## src/rtl/capture_controller_if.sv

```systemverilog
`default_nettype none
// ============================================================================
//  Module      : capture_controller_if
//  Description : Host command bus and sample-buffer write port of the
//                logic-analyzer capture controller.
//  Revision    : 1.0  initial release
// ============================================================================
interface capture_controller_if #(
    parameter int CHANNELS   = 8,
    parameter int ADDR_WIDTH = 12
);
    logic                  cmd_recieved;
    logic [7:0]            opcode;
    logic [31:0]           command;
    logic                  wr_en;
    logic [ADDR_WIDTH-1:0] wr_addr;
    logic [CHANNELS-1:0]   wr_data;
    logic                  capture_done;
    logic [1:0]            status;

    // Host / readout side
    modport master (
        output cmd_recieved, opcode, command,
        input  wr_en, wr_addr, wr_data, capture_done, status
    );

    // Controller side
    modport slave (
        input  cmd_recieved, opcode, command,
        output wr_en, wr_addr, wr_data, capture_done, status
    );
endinterface
`default_nettype wire

```

## src/rtl/capture_controller.sv

```systemverilog
`default_nettype none
// ============================================================================
//  Module      : capture_controller
//  Description : Arms on host command, waits for a masked trigger on the
//                probes and streams divided-rate samples into the buffer.
//  Revision    : 1.0  initial release
// ============================================================================
module capture_controller #(
    parameter int CHANNELS   = 8,
    parameter int ADDR_WIDTH = 12
) (
    input  wire logic                clock,
    input  wire logic                reset,
    input  wire logic [CHANNELS-1:0] probe,
    capture_controller_if.slave      bus
);
    typedef enum logic [1:0] {
        S_IDLE      = 2'd0,
        S_ARMED     = 2'd1,
        S_CAPTURING = 2'd2,
        S_DONE      = 2'd3
    } state_t;

    localparam logic [7:0] c_OP_ABORT     = 8'h00;
    localparam logic [7:0] c_OP_ARM       = 8'h01;
    localparam logic [7:0] c_OP_SET_DIV   = 8'h80;
    localparam logic [7:0] c_OP_SET_TRIG  = 8'h81;
    localparam logic [7:0] c_OP_SET_COUNT = 8'h82;

    state_t                r_state;
    state_t                w_state_nxt;
    logic [23:0]           r_divider;
    logic [CHANNELS-1:0]   r_mask;
    logic [CHANNELS-1:0]   r_value;
    logic [ADDR_WIDTH-1:0] r_count;
    logic [23:0]           r_div_cnt;
    logic [ADDR_WIDTH-1:0] r_idx;
    logic                  r_wr_en;
    logic [ADDR_WIDTH-1:0] r_wr_addr;
    logic [CHANNELS-1:0]   r_wr_data;
    logic                  r_done;

    logic w_cmd_abort, w_cmd_arm, w_cmd_div, w_cmd_trig, w_cmd_count;
    logic w_cfg_ok, w_active, w_tick, w_match, w_write, w_last, w_enter_armed;
    logic w_unused_cmd;

    assign w_cmd_abort = bus.cmd_recieved && (bus.opcode == c_OP_ABORT);
    assign w_cmd_arm   = bus.cmd_recieved && (bus.opcode == c_OP_ARM);
    assign w_cmd_div   = bus.cmd_recieved && (bus.opcode == c_OP_SET_DIV);
    assign w_cmd_trig  = bus.cmd_recieved && (bus.opcode == c_OP_SET_TRIG);
    assign w_cmd_count = bus.cmd_recieved && (bus.opcode == c_OP_SET_COUNT);

    // Configuration is frozen while a capture is in flight
    assign w_cfg_ok = (r_state == S_IDLE) || (r_state == S_DONE);
    assign w_active = (r_state == S_ARMED) || (r_state == S_CAPTURING);
    assign w_tick   = w_active && (r_div_cnt == r_divider);
    assign w_match  = ((probe ^ r_value) & r_mask) == '0;

    assign w_enter_armed = (r_state != S_ARMED) && (w_state_nxt == S_ARMED);
    assign w_unused_cmd  = ^bus.command[31:24];

    always_comb begin
        w_state_nxt = r_state;
        w_write     = 1'b0;
        w_last      = 1'b0;
        case (r_state)
            S_IDLE: begin
                if (w_cmd_arm) w_state_nxt = S_ARMED;
            end
            S_ARMED: begin
                if (w_cmd_abort) begin
                    w_state_nxt = S_IDLE;
                end else if (w_tick && w_match) begin
                    w_write = 1'b1;
                    if (r_count == '0) begin
                        w_state_nxt = S_DONE;
                        w_last      = 1'b1;
                    end else begin
                        w_state_nxt = S_CAPTURING;
                    end
                end
            end
            S_CAPTURING: begin
                if (w_cmd_abort) begin
                    w_state_nxt = S_IDLE;
                end else if (w_tick) begin
                    w_write = 1'b1;
                    if (r_idx == r_count) begin
                        w_state_nxt = S_DONE;
                        w_last      = 1'b1;
                    end
                end
            end
            S_DONE: begin
                if (w_cmd_arm)        w_state_nxt = S_ARMED;
                else if (w_cmd_abort) w_state_nxt = S_IDLE;
            end
            default: w_state_nxt = S_IDLE;
        endcase
    end

    always_ff @(posedge clock) begin
        if (reset) begin
            r_state   <= S_IDLE;
            r_divider <= '0;
            r_mask    <= '0;
            r_value   <= '0;
            r_count   <= '1;
            r_div_cnt <= '0;
            r_idx     <= '0;
            r_wr_en   <= 1'b0;
            r_wr_addr <= '0;
            r_wr_data <= '0;
            r_done    <= 1'b0;
        end else begin
            r_state <= w_state_nxt;

            if (w_cfg_ok && w_cmd_div)   r_divider <= bus.command[23:0];
            if (w_cfg_ok && w_cmd_trig) begin
                r_mask  <= bus.command[16+CHANNELS-1:16];
                r_value <= bus.command[CHANNELS-1:0];
            end
            if (w_cfg_ok && w_cmd_count) r_count <= bus.command[ADDR_WIDTH-1:0];

            if (w_enter_armed)  r_div_cnt <= '0;
            else if (w_active)  r_div_cnt <= w_tick ? 24'd0 : r_div_cnt + 24'd1;

            // Index stops at the final sample so it never wraps
            if (w_enter_armed)           r_idx <= '0;
            else if (w_write && !w_last) r_idx <= r_idx + 1'b1;

            r_wr_en <= w_write;
            r_done  <= w_last;
            if (w_write) begin
                r_wr_addr <= r_idx;
                r_wr_data <= probe;
            end
        end
    end

    assign bus.wr_en        = r_wr_en;
    assign bus.wr_addr      = r_wr_addr;
    assign bus.wr_data      = r_wr_data;
    assign bus.capture_done = r_done;
    assign bus.status       = r_state;
endmodule
`default_nettype wire
```

## src/flat_wrapper.sv

```systemverilog
// flat-port wrapper written by rule: the top's interface ports become plain ports
module capture_controller_flat 
#(
    parameter int CHANNELS   = 8,
    parameter int ADDR_WIDTH = 12
)
  (clock, reset, probe, bus_cmd_recieved, bus_opcode, bus_command, bus_wr_en, bus_wr_addr, bus_wr_data, bus_capture_done, bus_status);
  capture_controller_if #(.CHANNELS(CHANNELS), .ADDR_WIDTH(ADDR_WIDTH)) bus_i ();
  input  wire logic clock;
  input  wire logic reset;
  input  wire logic [CHANNELS-1:0] probe;
  input wire logic [$bits(bus_i.cmd_recieved)-1:0] bus_cmd_recieved;
  input wire logic [$bits(bus_i.opcode)-1:0] bus_opcode;
  input wire logic [$bits(bus_i.command)-1:0] bus_command;
  output wire logic [$bits(bus_i.wr_en)-1:0] bus_wr_en;
  output wire logic [$bits(bus_i.wr_addr)-1:0] bus_wr_addr;
  output wire logic [$bits(bus_i.wr_data)-1:0] bus_wr_data;
  output wire logic [$bits(bus_i.capture_done)-1:0] bus_capture_done;
  output wire logic [$bits(bus_i.status)-1:0] bus_status;
  assign bus_i.cmd_recieved = bus_cmd_recieved;
  assign bus_i.opcode = bus_opcode;
  assign bus_i.command = bus_command;
  assign bus_wr_en = bus_i.wr_en;
  assign bus_wr_addr = bus_i.wr_addr;
  assign bus_wr_data = bus_i.wr_data;
  assign bus_capture_done = bus_i.capture_done;
  assign bus_status = bus_i.status;
  capture_controller #(.CHANNELS(CHANNELS), .ADDR_WIDTH(ADDR_WIDTH)) u_core (.clock(clock), .reset(reset), .probe(probe), .bus(bus_i));
endmodule
```

## config.mk

```make
export PLATFORM = sky130hd
export DESIGN_NAME = capture_controller_flat
export DESIGN_NICKNAME = d
export VERILOG_FILES = /design/src/rtl/capture_controller_if.sv /design/src/rtl/capture_controller.sv /design/src/flat_wrapper.sv
export SDC_FILE = /design/constraint.sdc
export NUM_CORES = 1
export LEC_CHECK = 0
export ABC_AREA = 1
export BUFFER_PORTS_ARGS = -buffer_cell sky130_fd_sc_hd__buf_2
export CAP_MARGIN = 20
export CORE_UTILIZATION = 30
export DETAILED_ROUTE_END_ITERATION = 6
export MAX_ROUTING_LAYER = met4
export PLACE_DENSITY_LB_ADDON = 0.2
export REMOVE_ABC_BUFFERS = 1
export SLEW_MARGIN = 15
export SYNTH_ARGS = -nofsm -noshare
export SYNTH_HDL_FRONTEND = slang
export SYNTH_SLANG_ARGS = --single-unit
```

## constraint.sdc

```tcl
create_clock -name clock -period 3.4 [get_ports clock]
set_input_delay 0.17 -clock clock [delete_from_list [all_inputs] [get_ports clock]]
set_output_delay 0.17 -clock clock [all_outputs]
set_load 0.01 [all_outputs]
```

==> results of run 1 <==
==> through the flow <==
| step | setup WS [ns] | std cells | area, sq um |
|---|---|---|---|
| global placement | 0.530 | 1186 | 6580 |
| detailed placement | 0.508 | 1186 | 6580 |
| floorplan | -0.233 | 848 | 5830 |
| CTS | 0.490 | 1202 | 6870 |
| global route | 0.236 | 1202 | 6870 |
| finish | 0.481 | 1202 | 6870 |
==> metal layers <==
layer	global-route usage (%)	share of wire (%)
met1	22.5	50
met2	26.3	45
met3	2.77	3.3
met4	5.04	1.7
met5	-	0
==> flip-flops by register name (all words and copies together), names as in the netlist <==
register and cells:
u_core.r_div_cnt 24, u_core.r_divider 24, u_core.bus.wr_addr 12, u_core.r_count 12
u_core.r_idx 12, u_core.bus.wr_data 8, u_core.r_mask 8, u_core.r_value 8
u_core.bus.status 2, u_core.bus.capture_done 1, u_core.bus.wr_en 1
==> final cells by class <==
class,count,area [sq um]
sequential,112,2240
timing repair buffer,74,418
inverter,128,483
clock inverter,6,56.3
tap,265,332
clock buffer,9,225
multi-input combinational,608,3120
fill,2182,12700
==> critical path: cells and delay by family (launching register included) <==
family,cells,cell delay (ns)
buffers and inverters,3,0.51
AO/OA/AOI/OAI,1,0.07
adder cells (fa/ha/maj),1,0.45
AND/OR/NAND/NOR,11,1.32
flip-flops,1,0.45
==> synth_stat cells (all sizes together) (7+ instances only) <==
| master | count |
|---|---|
| o211ai | 12 |
| nor3 | 14 |
| dfxtp | 112 |
| nand2 | 212 |
| xor2 | 12 |
| a21oi | 82 |
| clkbuf | 24 |
| buf | 7 |
| nand3 | 58 |
| inv | 128 |
| nor4 | 10 |
| nand4 | 21 |
| o21ai | 71 |
| nor2 | 78 |
| xnor2 | 13 |
==> layout by cell type, fill, tap and decap left out, drive strengths merged <==
master	Yosys	final
and3	1	1
a21oi	82	82
clkinvlp	0	2
or3	1	1
nor3b	1	1
dlygate4sd3	0	1
nand3b	4	4
nand3	58	58
nand2	212	212
o211ai	12	12
a21boi	3	3
o2111ai	1	1
xor2	12	12
nor3	14	14
and2	2	2
buf	7	73
clkinv	0	3
dfxtp	112	112
o22ai	1	1
inv	128	129
a31oi	1	1
o21ai	71	71
xnor2	13	13
or2	4	4
nand4	21	21
nor4	10	10
clkbuf	24	9
nor2	78	78
ha	6	6
==> cell families (layout without fill, tap and decap cells) <==
kind of cell | after synthesis | after routing
adder cells (fa/ha/maj) | 6 | 6
XOR/XNOR | 25 | 25
AO/OA/AOI/OAI | 171 | 171
AND/OR/NAND/NOR | 406 | 406
flip-flops | 112 | 112
buffers and inverters | 159 | 217
==> worst max path at each step <==
| stage | cells past startpoint | startpoint | slack (ns) | end |
|---|---|---|---|---|
| 2_1_floorplan | 7 | u_core.bus.status[1] | -0.23 | u_core.r_divider[0] |
| 3_3_place_gp | 16 | u_core.bus.status[1] | 0.53 | u_core.r_div_cnt[16] |
| 3_5_place_dp | 16 | u_core.bus.status[1] | 0.51 | u_core.r_div_cnt[13] |
| 4_1_cts | 16 | u_core.bus.status[1] | 0.49 | u_core.r_div_cnt[19] |
| 5_1_grt | 16 | u_core.bus.status[1] | 0.24 | u_core.r_div_cnt[9] |
| 6_report | 16 | u_core.bus.status[1] | 0.48 | u_core.r_div_cnt[19] |
==> report_power, final <==
| group | switching (mW) | internal [mW] | leakage, nW | total, mW |
|---|---|---|---|---|
| Clock | 0.528 | 0.506 | 0.132 | 1.03 |
| Sequential | 0.00358 | 1.31 | 0.902 | 1.32 |
| Combinational | 0.121 | 0.0584 | 2.14 | 0.179 |
==> what timing repair did <==
action                                 CTS  global route
setup endpoints to repair                0             0
endpoints found under the hold margin    1             0
hold buffers                             1             0
==> results by group, run 1 <==
Cells and area
  • Nets: between 900 and 1000
  • Area Growth Syn to Fin: 14.6%
  • Share of layout cells above drive strength 1: 16.0%
  • Finished Core Util: a little over a third
  • Diodes inserted: 0

Synth
  • Syn_area_per_cell: 6.82 sq um
  • Post-synthesis cell area: 6000 sq um
  • Post-synth EDFFs: 0
  • Synth Area in Adders: 1.25%
  • Post-synthesis xor/xnor area fraction: 3.65%
  • Library cells used by synthesis: 40
  • Post-synthesis register bit count: 112
  • Yosys warnings: 0
  • Seq/Total Area, Yosys: 37.4%
  • Area contributors post-synth: dfxtp_1 37%, nand2_1 13%, inv_1 6.9%, o21ai_0 5.8%, nor2_1 4.7%
  • Cell count after synthesis: 879
  • Asr flop ratio synth: 0%
  • Synth area leader: dfxtp_1
  • Simple-gate portion of the synthesized area: 30.1%
  • Synth Area in Compound Gates: 16.8%
  • Dominant combinational cell family by area after synthesis: simple AND/OR/NAND/NOR gates
  • Post-synthesis mux area share: 0%
  • Top-area cell type share of the netlist area: 37.4%
  • Top_reg_cell synth: dfxtp_1

STA
  • Worst slew pin tran: between 0.7 and 0.8 ns
  • RSZ-0062 raised after global routing: no
  • Fmax achieved: 343 MHz
  • Final hold vios: 0
  • Final Max Tran Viols: 0
  • Setup TNS: 0 ns
  • Slew HR: around 50%
  • Worst hold slack: 0.0392 ns
  • Number of setup violations in the final report: 0
  • Minimum clock period: 2.92 ns
  • Final Cycle Share: 85.9%
  • Layout Skew: a little over 0.007 ns

Critical path
  • Critical path endpoint category: register
  • CP peak stage delay: 0.45 ns
  • Critical Path Fanout Max: 23
  • CP max stage cell: dfxtp_1
  • Crit-path cells: inv_1 -> ha_1 -> inv_1 -> nor2_1 -> nand2_1 -> nor2_1 -> nand3_1 -> nor2_4 -> nand3_1 -> nand2_2 -> nor2_1 -> nand2_1 -> nand3_2 -> nand2_4 -> buf_12 -> a21oi_2
  • Worst EP arrival: 3.16 ns
  • WS Path Type: reg2reg
  • Setup slack, reg-to-reg: 0.48 ns
  • Worst reg2reg startpoint: u_core.bus.status[1]
  • Startpoint Class: register
  • WP data required: 3.65 ns
  • RR Endpoint: u_core.r_div_cnt[19]
  • Worst reg-to-reg path cell count: 16
  • Crit path top cell by count: nor2_1

Clock network
  • TritonCTS clock tree: done
  • Worst-path clk slew: 0.08 ns
  • Setup bufs post-CTS: 0
  • # resized after CTS: 0
  • Clk sinks: 112
  • TritonCTS Buffers: 9
  • Clock tree buffer depth: 2
  • Root buffer cell: clkbuf_16
  • CTS H-tree lvls: 3
  • Clock network latency to the later pin of the worst-skew pair: 0.36 ns

Placement
  • GP Congestion: 0.834
  • Dpl hpwl: roughly 12 mm
  • Port bufs: 66

Global routing
  • Gr ovfl total: 0
  • Gr usage total: between 10% and 20%
  • First-pass GRT wire length: 26.2 mm
  • Largest net degree at the start of global routing: a little under 50
  • Initial antenna violation count: 0
  • Vias in the first global route: 5033

Min path
  • Cell depth of the worst hold path: 3
  • Hold worst-path end: u_core.r_divider[14]
  • Hold wc startpoint: bus_command[14]
  • Worst hold path type: in2reg

Route
  • Final WL: 16.0 mm
  • Via/cell ratio: 4.54
  • Total number of vias: 5462
  • Routed Antenna Nets: 0
  • 1st-pass router iterations: 5
  • # DRC: 0
  • Routed wire length per instance: around 13 um
  • DRT iter0 DRCs: 286

Power and ir drop
  • Pwr/cell area: 368 nW/um^2
  • Static leakage: approximately 3.2 nW
  • Total Power: 2.53 mW
  • Maximum vdd drop: 0.231 mV

Floorplanning
  • Core area: 19500 sq um
  • IO Pins: 75
  • Chip Width: 143 um
  • Height of the die: 143 um
  • FP Rows: 51
  • Starting Density: 30.7%
  • Total die area: about 21000 sq um

Job
  • Max Cap Viol: 0

Status
  • Status: finished clean
Note: power is estimated with default switching activity, not from simulation.
==> inputs of run 2 (changes only) <==
BUFFER_PORTS_ARGS = -buffer_cell sky130_fd_sc_hd__clkbuf_2   (was -buffer_cell sky130_fd_sc_hd__buf_2)
CTS_BUF_LIST = sky130_fd_sc_hd__clkbuf_16   (was not set)
SLEW_MARGIN = 20   (was 15)
==> run 2 against run 1 <==
Compared with the run above:
- clock power barely moved
- via count increased by 1.6%
- routed wire length increased by 0.80%
- largest power group unchanged
==> results by group, run 2 (same netlist as run 1, synthesis figures left out) <==
Floorplanning
  • IO Pins: 75
  • FP Rows: 51
  • Core area: 19500 sq um
  • Starting Density: 30.7%
  • Height of the die: 143 um
  • Chip Width: 143 um
  • Total die area: 20600 sq um

Route
  • # DRC: 0
  • WL met3: 448 um
  • Final WL: roughly 16 mm
  • Routed Antenna Nets: 0
  • Max Used Layer: met4
  • Wire length on met2: between 7 and 8 mm
  • Total number of vias: 5549
  • DRT iter0 DRCs: about 340
  • Routed wire length per instance: 13.4 um
  • DRT met1 WL: 8.02 mm
  • Via/cell ratio: 4.61
  • 1st-pass router iterations: 5

Global routing
  • Largest net degree at the start of global routing: 49
  • Initial antenna violation count: 0
  • Vias in the first global route: 5224
  • Gr ovfl total: 0
  • Gr usage total: 17.2%
  • First-pass GRT wire length: between 20 and 30 mm

STA
  • Final hold vios: 0
  • Final Max Tran Viols: 0
  • Worst slew pin tran: around 0.75 ns
  • Layout Skew: 0.00900 ns
  • Slew HR: about half
  • Worst hold slack: 0.0196 ns
  • Setup TNS: 0 ns
  • Final Cycle Share: 85.6%
  • Minimum clock period: roughly 2.9 ns
  • Number of setup violations in the final report: 0
  • Fmax achieved: between 300 and 400 MHz
  • RSZ-0062 raised after global routing: no

Critical path
  • Crit-path cells: inv_1 -> ha_1 -> inv_1 -> nor2_1 -> nand2_1 -> nor2_1 -> nand3_1 -> nor2_4 -> nand3_1 -> nand2_2 -> nor2_1 -> nand2_1 -> nand3_2 -> nand2_4 -> buf_12 -> a21oi_2
  • Worst reg2reg startpoint: u_core.bus.status[1]
  • WP data required: ~3.7 ns
  • CP peak stage delay: approximately 0.46 ns
  • Crit path buf inv count: 3
  • Worst path top cell family by delay: simple AND/OR/NAND/NOR gates
  • Worst EP arrival: ~3.2 ns
  • WS Path Type: reg2reg
  • Startpoint Class: register
  • Critical path endpoint category: register
  • CP max stage cell: dfxtp_1
  • CP startpoint: u_core.bus.status[1]
  • Crit path top cell by count: nor2_1
  • Critical Path Fanout Max: 23

Cells and area
  • Area Growth Syn to Fin: 14.6%
  • Nets: 990
  • Most common cell after layout, fill and taps aside: nand2_1
  • Commonest cells after routing, fill and taps aside: 205 x nand2_1, 112 x dfxtp_1, 111 x inv_1
  • Share of layout cells above drive strength 1: 15.9%
  • Finished Core Util: 35.2%
  • Filler Cells Inserted: ~2200
  • Non-filler cells, final: between 1000 and 1500
  • Largest registers: u_core.r_div_cnt x24, u_core.r_divider x24
  • Diodes inserted: 0

Placement
  • Dpl hpwl: 12.1 mm
  • Port bufs: 66
  • # placed instances: 1186
  • GP Congestion: 0.838

Clock network
  • TritonCTS clock tree: done
  • Clock network latency to the later pin of the worst-skew pair: 0.36 ns
  • Clk sinks: 112
  • Clock tree buffer depth: 2
  • CTS H-tree lvls: 3
  • Worst-path clk slew: 0.08 ns
  • Root buffer cell: clkbuf_16
  • Setup bufs post-CTS: 0
  • # resized after CTS: 0
  • TritonCTS Buffers: 9

Status
  • Status: finished clean

Power and ir drop
  • Total Power: 2.55 mW
  • Maximum vdd drop: 0.216 mV
  • Static leakage: approximately 3.2 nW
  • Pwr/cell area: 370 nW/um^2

Min path
  • Hold wc startpoint: bus_command[14]
  • Worst hold path type: in2reg

Job
  • Max Cap Viol: 0
==> run 2: cell count changes in the layout (fill, tap and decap cells not counted), sizes merged <==
cell    previous run  this run
buf               73         7
clkinv             3         2
clkbuf             9        75
inv              129       131
==> run 2: final timing paths <==
kind                               end  slack, ns  cells after the start
setup / recovery  u_core.r_div_cnt[19]       0.49                     16
hold / removal    u_core.r_divider[14]       0.02                      3
setup reg to reg  u_core.r_div_cnt[19]       0.49                     16
hold reg to reg      u_core.r_count[7]       0.51                      2
==> run 2: metrics by stage <==
stage,setup WS (ns),instance area [sq um]
2_1_floorplan,-0.233,5830
3_3_place_gp,0.525,6580
3_5_place_dp,0.492,6580
4_1_cts,0.475,6880
5_1_grt,0.188,6880
6_report,0.488,6880
==> run 2: tightest hold or removal path: cells and delay by family <==
kind | cells | cell delay (ns)
buffers and inverters | 2 | 0.12
AOI/OAI and AO/OA | 1 | 0.05
==> run 2: timing repair <==
item	in CTS	in global routing
endpoints found under the setup margin	0	0
hold buffers	1	0
hold endpoints to repair	2	0
==> run 2: where the power goes <==
group          switching [mW]  leakage [nW]  internal [mW]
clock                   0.541         0.136          0.508
sequential            0.00377         0.902           1.31
combinational           0.120          2.13         0.0584
total                   0.664          3.17           1.88
==> run 2: cell type report <==
type	count	area (sq um)	area share, %
multi-input cells	608	3120	45.3
flip-flops and latches	112	2240	32.6
inverters	128	483	7.02
repair buffers	74	418	6.08
well taps	265	332	4.82
clock buffers	9	225	3.28
clock inverters	7	58.8	0.855
==> run 2: layer usage <==
layer / track usage, % / vias up
li1: - / 2953
met1: 22.2 / 2496
met2: 27.2 / 86
met3: 3.40 / 14
met4: 4.59 / 0
met5: - / -
